File: config.mk
export PLATFORM = sky130hd
export DESIGN_NAME = dma_channel
export DESIGN_NICKNAME = d
export VERILOG_FILES = /design/src/rtl/dma_pkg.sv /design/src/rtl/dma_addr_step.sv /design/src/rtl/dma_channel.sv
export SDC_FILE = /design/constraint.sdc
export NUM_CORES = 1
export LEC_CHECK = 0
export CELL_PAD_IN_SITES_DETAIL_PLACEMENT = 0
export CELL_PAD_IN_SITES_GLOBAL_PLACEMENT = 2
export CORE_UTILIZATION = 28
export DETAILED_ROUTE_END_ITERATION = 7
export GPL_TIMING_DRIVEN = 0
export PLACE_DENSITY = 0.86
export SYNTH_ARGS = -nofsm -noshare
export SYNTH_HDL_FRONTEND = slang
export SYNTH_SLANG_ARGS = --single-unit
File: constraint.sdc
create_clock -name clk -period 5.2 [get_ports clk]
set_input_delay 1.3 -clock clk [delete_from_list [all_inputs] [get_ports clk]]
set_output_delay 1.3 -clock clk [all_outputs]
set_load 0.02 [all_outputs]
File: src/rtl/dma_pkg.sv
// Shared types and constants for the single-channel DMA engine.
//   MEM_SIZE_*  : bus size codes (BYTE/RESR are never driven by the channel)
//   addr_ctrl_t : per-side address stepping mode
//   dma_state_t : channel FSM states
//   align_addr  : clears the low address bits a unit of the given width may not use
package dma_pkg;

   localparam logic [1:0] MEM_SIZE_BYTE = 2'b00;
   localparam logic [1:0] MEM_SIZE_HALF = 2'b01;
   localparam logic [1:0] MEM_SIZE_WORD = 2'b10;
   localparam logic [1:0] MEM_SIZE_RESR = 2'b11;

   typedef enum logic [1:0] {
      INC   = 2'b00,
      DEC   = 2'b01,
      FIXED = 2'b10
   } addr_ctrl_t;

   typedef enum logic [2:0] {
      ST_IDLE = 3'd0,
      ST_REQ  = 3'd1,
      ST_RD_A = 3'd2,
      ST_WR_A = 3'd3,
      ST_WR_D = 3'd4,
      ST_DONE = 3'd5
   } dma_state_t;

   function automatic logic [31:0] align_addr(input logic [31:0] a, input logic word);
      return word ? {a[31:2], 2'b00} : {a[31:1], 1'b0};
   endfunction

endpackage

File: src/rtl/dma_addr_step.sv
// Combinational next-address calculation for one side of the channel.
//   addr_i : current (aligned) address
//   ctrl_i : INC / DEC / FIXED; the unused encoding behaves as FIXED
//   word_i : 1 = 4-byte stride, 0 = 2-byte stride
//   addr_o : next address, 32-bit modulo
module dma_addr_step
   import dma_pkg::*;
(
   input  logic [31:0] addr_i,
   input  addr_ctrl_t  ctrl_i,
   input  logic        word_i,
   output logic [31:0] addr_o
);

   logic [31:0] stride;

   always_comb begin
      stride = word_i ? 32'd4 : 32'd2;
      case (ctrl_i)
         INC:     addr_o = addr_i + stride;
         DEC:     addr_o = addr_i - stride;
         default: addr_o = addr_i;
      endcase
   end

endmodule

File: src/rtl/dma_channel.sv
// Single-channel DMA engine: copies COUNT halfword/word units from SRC to DST
// with a read-then-write sequence on the memory bus, arbitrating via bus_req/bus_gnt.
//   clk, rst                : clock, async active-high reset
//   start, src_addr, dst_addr, count, word, src_ctrl, dst_ctrl : job setup
//   busy, done, error       : job status (done/error are one-cycle pulses)
//   bus_req, bus_gnt        : arbitration
//   addr, wdata, size, write, rdata, pause, abort : memory bus
//
// state   | meaning
// IDLE    | waiting for start
// REQ     | bus requested, bus idle, waiting for grant
// RD_A    | read address phase (addr = src)
// WR_A    | read data returns, write address phase (addr = dst)
// WR_D    | write data phase, advance addresses and count
// DONE    | one-cycle completion pulse
module dma_channel
   import dma_pkg::*;
#(
   parameter int          CNT_W    = 14,
   parameter logic [31:0] RST_ADDR = 32'h0000_0000
) (
   input  logic             clk,
   input  logic             rst,
   input  logic             start,
   input  logic [31:0]      src_addr,
   input  logic [31:0]      dst_addr,
   input  logic [CNT_W-1:0] count,
   input  logic             word,
   input  addr_ctrl_t       src_ctrl,
   input  addr_ctrl_t       dst_ctrl,
   output logic             busy,
   output logic             done,
   output logic             error,
   output logic             bus_req,
   input  logic             bus_gnt,
   output logic [31:0]      addr,
   output logic [31:0]      wdata,
   output logic [1:0]       size,
   output logic             write,
   input  logic [31:0]      rdata,
   input  logic             pause,
   input  logic             abort
);

   dma_state_t       state_q;
   logic [31:0]      src_q, dst_q, src_d, dst_d;
   logic [CNT_W-1:0] cnt_q;
   logic             word_q;
   addr_ctrl_t       src_ctrl_q, dst_ctrl_q;
   logic             busy_q, done_q, error_q, bus_req_q, write_q;
   logic [31:0]      addr_q, wdata_q;
   logic [1:0]       size_q;
   logic [31:0]      unit;
   logic             abort_hit;

   dma_addr_step u_src_step (.addr_i(src_q), .ctrl_i(src_ctrl_q), .word_i(word_q), .addr_o(src_d));
   dma_addr_step u_dst_step (.addr_i(dst_q), .ctrl_i(dst_ctrl_q), .word_i(word_q), .addr_o(dst_d));

   // Halfword lane is chosen by the read address, which is still src_q during WR_A.
   // The halfword is replicated so the memory byte-enables can pick either lane.
   always_comb begin
      unit = rdata;
      if (!word_q) unit = src_q[1] ? {rdata[31:16], rdata[31:16]} : {rdata[15:0], rdata[15:0]};
   end

   assign abort_hit = abort && (state_q == ST_WR_A || state_q == ST_WR_D);

   always_ff @(posedge clk or posedge rst) begin
      if (rst) begin
         state_q    <= ST_IDLE;
         src_q      <= '0;
         dst_q      <= '0;
         cnt_q      <= '0;
         word_q     <= 1'b0;
         src_ctrl_q <= INC;
         dst_ctrl_q <= INC;
         busy_q     <= 1'b0;
         done_q     <= 1'b0;
         error_q    <= 1'b0;
         bus_req_q  <= 1'b0;
         write_q    <= 1'b0;
         addr_q     <= RST_ADDR;
         wdata_q    <= '0;
         size_q     <= MEM_SIZE_WORD;
      end else if (!pause) begin
         done_q  <= 1'b0;
         error_q <= 1'b0;
         if (abort_hit) begin
            state_q   <= ST_IDLE;
            error_q   <= 1'b1;
            busy_q    <= 1'b0;
            bus_req_q <= 1'b0;
            addr_q    <= RST_ADDR;
            write_q   <= 1'b0;
            wdata_q   <= '0;
         end else begin
            case (state_q)
               ST_IDLE: if (start) begin
                  state_q    <= ST_REQ;
                  busy_q     <= 1'b1;
                  bus_req_q  <= 1'b1;
                  src_q      <= align_addr(src_addr, word);
                  dst_q      <= align_addr(dst_addr, word);
                  cnt_q      <= count;
                  word_q     <= word;
                  src_ctrl_q <= src_ctrl;
                  dst_ctrl_q <= dst_ctrl;
                  size_q     <= word ? MEM_SIZE_WORD : MEM_SIZE_HALF;
               end
               ST_REQ: if (bus_gnt) begin
                  state_q <= ST_RD_A;
                  addr_q  <= src_q;
                  write_q <= 1'b0;
               end
               ST_RD_A: begin
                  state_q <= ST_WR_A;
                  addr_q  <= dst_q;
                  write_q <= 1'b1;
               end
               ST_WR_A: begin
                  state_q <= ST_WR_D;
                  addr_q  <= RST_ADDR;
                  write_q <= 1'b0;
                  wdata_q <= unit;
               end
               ST_WR_D: begin
                  src_q   <= src_d;
                  dst_q   <= dst_d;
                  cnt_q   <= cnt_q - 1'b1;
                  wdata_q <= '0;
                  // count of 0 wraps through all ones, giving 2**CNT_W units
                  if (cnt_q == CNT_W'(1)) begin
                     state_q   <= ST_DONE;
                     done_q    <= 1'b1;
                     busy_q    <= 1'b0;
                     bus_req_q <= 1'b0;
                  end else if (bus_gnt) begin
                     state_q <= ST_RD_A;
                     addr_q  <= src_d;
                  end else begin
                     state_q <= ST_REQ;
                  end
               end
               ST_DONE: state_q <= ST_IDLE;
               default: state_q <= ST_IDLE;
            endcase
         end
      end
   end

   assign busy    = busy_q;
   assign done    = done_q;
   assign error   = error_q;
   assign bus_req = bus_req_q;
   assign addr    = addr_q;
   assign wdata   = wdata_q;
   assign size    = size_q;
   assign write   = write_q;

endmodule
== Word level (Yosys, flattened, before mapping) ==
Cells that the tools add are included.

* Flip-flop bits (word level): 156
* Logic and storage cells: 91

* Eq/ne operators: 14
* Bitwise gates (word level): 2
* Muxes and demuxes: 38
* Reductions and logical operators: 18
* Add/sub/neg operators: 5

{| class="wikitable"
|+ Operators by type and width
! kind !! number
|-
| 32-bit one-hot mux with 2 select lines || 5
|-
| 32-bit two-way mux || 9
|-
| 32-bit one-hot mux with 4 select lines || 1
|-
| 32-bit adder || 2
|-
| 32-bit subtractor || 2
|-
| 14-bit one-hot mux with 2 select lines || 1
|-
| 3-bit two-way mux || 5
|-
| 3-bit one-hot mux with 5 select lines || 1
|-
| 14-bit by 1-bit == test with 1-bit output, second input constant || 1
|-
| 14-bit two-way mux || 1
|-
| 14-bit by 1-bit subtractor with 14-bit output, second input constant || 1
|-
| 3-bit != test, second input constant || 4
|-
| 4-bit AND reduction || 3
|-
| 5-bit AND reduction || 2
|-
| 1-bit two-way mux || 9
|-
| 2-bit two-way mux || 4
|-
| 3-bit by 2-bit == test with 1-bit output, second input constant || 2
|-
| 3-bit AND reduction || 2
|-
| 3-bit nonzero test || 2
|-
| 5-bit nonzero test || 1
|-
| 2-bit by 1-bit == test with 1-bit output, second input constant || 2
|-
| 2-bit logical NOT || 2
|-
| 4-bit nonzero test || 1
|-
| 3-bit by 1-bit == test with 1-bit output, second input constant || 1
|-
| other kinds (12) || 13
|}

== Longest topological paths before layout ==
* Depth in word-level cells: 7
* Mapped depth: 16

== By module ==
A second synthesis with hierarchy kept.

* Cell total of the unflattened synthesis: 1599
* Area, all modules: 12241.7 um^2

{| class="wikitable"
|+ By module, submodules not included
! module !! area an instance (um^2) !! instances !! cells each
|-
| dma_channel || 8197.9 || 1 || 935
|-
| dma_addr_step || 2021.9 || 2 || 332
|}

== Worst setup path before layout ==
Ideal clock, no wire load.

* Kind: register to register
* From: register src_ctrl_q[1]
* To: register src_q[29]
* Arrival time: 3626 ps
* Stages on the path, launching flop included: 16
* Path slack: 1490 ps
* Data required time: 5117 ps
* Path through: dfrtp_1 -> nand2b_1 -> clkbuf_1 -> clkbuf_1 -> buf_1 -> nor2_1 -> ha_1 -> o21a_1 -> nor3_1 -> a2111oi_4 -> a211oi_1 -> nor2_1 -> mux2_2 -> or3_1 -> a21boi_0 -> o22ai_1

* Longest elaborated chain between the ends: 3
* Elaborated cells on any way between the ends: 4
* Classes of those cells: eq/ne: 1; mux: 2; reduce/logical: 1

{| class="wikitable"
|+ RTL lines
! element !! line !! source
|-
| from (decl) || dma_channel.sv:49 || <nowiki>addr_ctrl_t src_ctrl_q, dst_ctrl_q;</nowiki>
|-
| from (signal assigned) || dma_channel.sv:106 || <nowiki>src_ctrl_q <= src_ctrl;</nowiki>
|-
| 2-bit by 1-bit == test with 1-bit output or 2-bit logical NOT (tied branches) || dma_addr_step.sv:19 || <nowiki>case (ctrl_i)</nowiki>
|-
| 32-bit one-hot mux with 2 select lines (*) || dma_addr_step.sv:19 ||
|-
| 32-bit one-hot mux with 2 select lines (*) || dma_channel.sv:97 || <nowiki>case (state_q)</nowiki>
|-
| to (signal assigned) || dma_channel.sv:102 || <nowiki>src_q <= align_addr(src_addr, word);</nowiki>
|-
| to (signal assigned) || dma_channel.sv:127 || <nowiki>src_q <= src_d;</nowiki>
|-
| to (decl) || dma_channel.sv:46 || <nowiki>logic [31:0] src_q, dst_q, src_d, dst_d;</nowiki>
|}

Every way passes the cells marked *; elsewhere a longest branch is shown, timed or not.
A chain may end at the register's enable or synchronous reset.

== Worst setup path after layout ==
* From: register src_q[1]
* To: register addr_q[23], in the netlist addr[23]

* Longest elaborated chain between the ends: 6
* Elaborated cells on any way between the ends: 7
* Classes of those cells: add/sub: 2; mux: 5

{| class="wikitable"
|+ RTL lines
! element !! line !! source
|-
| 32-bit subtractor or 32-bit adder (tied branches) || dma_addr_step.sv:21, dma_addr_step.sv:20 ||
|-
| 32-bit one-hot mux with 2 select lines (*) || dma_addr_step.sv:19 ||
|-
| 32-bit two-way mux (*) || dma_channel.sv:137 || <nowiki>end else if (bus_gnt) begin</nowiki>
|-
| 32-bit two-way mux (*) || dma_channel.sv:132 || <nowiki>if (cnt_q == CNT_W'(1)) begin</nowiki>
|-
| 32-bit one-hot mux with 4 select lines (*) || dma_channel.sv:97 ||
|-
| 32-bit two-way mux (*) || dma_channel.sv:88 || <nowiki>if (abort_hit) begin</nowiki>
|-
| to (signal assigned) || dma_channel.sv:112 || <nowiki>addr_q <= src_q;</nowiki>
|-
| to (signal assigned) || dma_channel.sv:117 || <nowiki>addr_q <= dst_q;</nowiki>
|-
| to (signal assigned) || dma_channel.sv:139 || <nowiki>addr_q <= src_d;</nowiki>
|-
| to (decl) || dma_channel.sv:51 || <nowiki>logic [31:0] addr_q, wdata_q;</nowiki>
|}

Every way passes the cells marked *; elsewhere a longest branch is shown, timed or not. The select of a mux whose other input is x is not followed.

==> impl_metrics.env <==
export IMPL_clockRootBuffer="clkbuf_16"
export IMPL_numPortBuffers=189
export IMPL_dp_hpwl_mm=37.9
export IMPL_skew_ps=11.4
export IMPL_fin_crit_sh_pct=94.3
export IMPL_grt_use_total_pct=25.0
export IMPL_core_area_mm2=0.0386
export IMPL_status="finished clean"
export IMPL_swShare_pct=48.7
export IMPL_grt_pass1_wl_mm=73.0
export IMPL_final_setup_viol_count=0
export IMPL_ioPinCount=192
export IMPL_ys_seq_elements=154
export IMPL_leakagePower_nw=5.83
export IMPL_drive_gt1_share_pct=3.42
export IMPL_async_reset_ff_share_pct=100
export IMPL_clockPowerShare_pct=17.1
export IMPL_max_freq_mhz=204
export IMPL_end_kind="register"
export IMPL_postCtsResizedCells=0
export IMPL_timing_rr_start="src_q[1]$_DFFE_PP0P_"
export IMPL_crit_type="reg -> reg"
export IMPL_clkSinkCount=154
export IMPL_die_y_um=200
export IMPL_seq_area_frac_synth_pct=35.2
export IMPL_via_per_inst=5.47
export IMPL_synth_area_mm2=0.0110
export IMPL_irDropWorstVdd_mv=0.283
export IMPL_power_frac_seq_pct=24.6
export IMPL_cts_made_buffers=17
export IMPL_drv_slew=0
export IMPL_syn_area_per_cell_um2=7.60
export IMPL_fin_area_mm2=0.0143
export IMPL_synth_area_leaders="dfrtp_1 (35%), nand2_1 (7.9%), o21ai_0 (7.2%)"
export IMPL_syn_nets=1598
export IMPL_yosys_top_cells_count="nand2_1 (231), o21ai_0 (158), dfrtp_1 (153)"
export IMPL_required_ps=5590
export IMPL_hold_depth=2
export IMPL_dpl_cell_area_mm2=0.0136
export IMPL_grt_pass1_vias=11287
export IMPL_min_path_type="reg -> reg"
export IMPL_drc_errors=0
export IMPL_post_cts_buffers=0
export IMPL_max_slew_margin_pct=20.3
export IMPL_synthCells=1441
export IMPL_area_growth_pct=30.3
export IMPL_postCtsHoldBufs=0
export IMPL_internal_power_w=0.00450
export IMPL_pwr_share_comb_pct=58.3
export IMPL_grt_start_max_net_pins=35
export IMPL_synthFlopType="dfrtp_1"
export IMPL_cts_max_path_buffers=2
export IMPL_ant_nets=0
export IMPL_start_kind="register"
export IMPL_wl_met2_mm=22.5
export IMPL_worstHoldStart="wdata[0]$_DFFE_PP0P_"
export IMPL_worstRegToRegCells=13
export IMPL_top_layer="met4"
export IMPL_nNetsFinal=1810
export IMPL_crit_arrival_ps=5300
export IMPL_htree_levels=4
export IMPL_m1WireLength_mm=22.2
export IMPL_synth_cell_types=68
export IMPL_power_w=0.00878
export IMPL_cap_violations=0
export IMPL_p_sw_w=0.00428
export IMPL_synth_edf_count=0
export IMPL_clk_pin_slew_worst_paths_ps=70
export IMPL_grt_antenna_before_repair=4
export IMPL_wirelength_mm=50.0
export IMPL_detailroute_via_count=11960
export IMPL_hold_end="wdata[0]$_DFFE_PP0P_"
export IMPL_fp_dieW_um=200
export IMPL_grt_overflow_total=0
export IMPL_rsz0062_at_grt="false"
export IMPL_clkLatencyLatePin_ps=450
export IMPL_route_met3_wl_mm=3.94
export IMPL_first_iter_violations=1152
export IMPL_worst_r2r_endpoint="addr[23]$_DFFE_PP0P_"
export IMPL_synth_top_area_share_pct=34.9
export IMPL_setup_ws_ps=297
export IMPL_cp_max_fo=10
export IMPL_pre_cts_ws_ps=63.1
export IMPL_synth_most_common_cell="nand2_1"
export IMPL_first_pass_iters=6
export IMPL_start_util_pct=28.3
export IMPL_yosys_area_top_type="dfrtp_1"
export IMPL_yosysWarnings=0
export IMPL_tightestPinTransition_ps=1190
export IMPL_period_needed_ps=4900
export IMPL_gp_congestion=0.972
export IMPL_num_rows=72
export IMPL_cts_tree="built"
export IMPL_die_area_mm2=0.0399
export IMPL_wl_per_cell_um=22.9
export IMPL_hold_violations=0
export IMPL_power_density_mw_per_mm2=616
export IMPL_rrSetupSlack_ps=300
## power groups by stage
stage / Clock (W) / Sequential [W] / Combinational, W
2_1_floorplan: 0 / 0.00220 / 0.00313
3_3_place_gp: 0 / 0.00216 / 0.00498
3_5_place_dp: 0 / 0.00217 / 0.00502
4_1_cts: 0.00152 / 0.00215 / 0.00504
5_1_grt: 0.00156 / 0.00221 / 0.00557
6_report: 0.00150 / 0.00216 / 0.00512
## how the worst max path moves through the flow
| stage | start | endpoint | depth (start not counted) |
|---|---|---|---|
| finish | src_q[1]$_DFFE_PP0P_ | addr[23]$_DFFE_PP0P_ | 13 |
| global route | src_q[1]$_DFFE_PP0P_ | addr[26]$_DFFE_PP0P_ | 14 |
| CTS | src_ctrl_q[1]$_DFFE_PP0P_ | addr[26]$_DFFE_PP0P_ | 16 |
| detailed placement | src_ctrl_q[1]$_DFFE_PP0P_ | addr[27]$_DFFE_PP0P_ | 15 |
| global placement | src_ctrl_q[1]$_DFFE_PP0P_ | addr[26]$_DFFE_PP0P_ | 16 |
| floorplan | src_ctrl_q[1]$_DFFE_PP0P_ | src_q[29]$_DFFE_PP0P_ | 15 |
## layout make-up
type | count | area, um2
buffer | 111 | 439
tap | 518 | 648
clock inverter | 13 | 248
fill | 4053 | 24400
multi-input combinational | 1146 | 6550
timing repair buffer | 193 | 1970
sequential | 154 | 3850
inverter | 30 | 116
clock buffer | 18 | 429
antenna | 4 | 10.0
## flip-flops by register name, indices dropped and copies added (netlist names)
register and count:
addr 32, wdata 32, dst_q 31, src_q 31
cnt_q 14, state_q 3, dst_ctrl_q 2, size 2
src_ctrl_q 2, bus_req 1, done 1, error 1
word_q 1, write 1
## worst max-delay path, stage by stage, from the launching register on
cell      delay (ps)
dfrtp_1          350
clkbuf_1         590
buf_1            690
inv_1            150
ha_1             370
o21a_1           240
o31ai_1          130
a222oi_1         890
o211ai_2         240
mux2i_1          550
nand3_1          180
xor2_1           180
o21ai_1          130
o211a_1          150
## cell usage in the layout (no fill, tap or decap), types with 6 or more instances in the layout
cell type,n
nand2_1,231
clkdlybuf4s50_1,189
o21ai_0,158
dfrtp_1,153
nor2_1,151
a21oi_1,148
clkbuf_1,88
ha_1,36
nor3_1,32
mux2i_1,31
nand3_1,30
xnor2_1,30
inv_1,29
or3_1,20
a22oi_1,20
a31oi_1,19
xor2_1,17
clkbuf_16,17
o22ai_1,16
a211oi_1,15
nand2b_1,15
buf_1,15
a21o_1,15
o31ai_1,13
nand4_1,12
and3_1,12
o211ai_1,11
a221oi_1,10
a22o_1,9
and2_1,8
nor4_1,8
nor3b_1,8
bufinv_16,7
nor4b_1,6
a211o_1,6
## per-layer routing
metal | vias to the layer above | global-route usage [%]
met5 | - | 0
met4 | 0 | 8.99
met3 | 65 | 5.23
met2 | 549 | 38.6
met1 | 5758 | 34.4
li1 | 5588 | -
## metrics by stage
step,hold slack [ps],util (%),cells,TNS (ps)
after global routing,479,36.9,2185,0
after CTS,463,36.9,2183,0
after floorplan,447,-,1441,0
after global placement,450,34.9,2148,-104
after detailed placement,453,35.1,2152,0
final,466,36.9,2187,0
## cells by family after synthesis
logic type | count (synthesis) | synth area share, %
muxes | 33 | 3.04
buffers and inverters | 141 | 5.00
xor gates and xnor gates | 47 | 3.76
DFF | 154 | 35.2
and+or+nand+nor | 548 | 22.3
AOI/OAI and AO/OA | 482 | 26.6
adders and majority gates | 36 | 4.11
No activity file was read; power rests on OpenSTA's default activity.
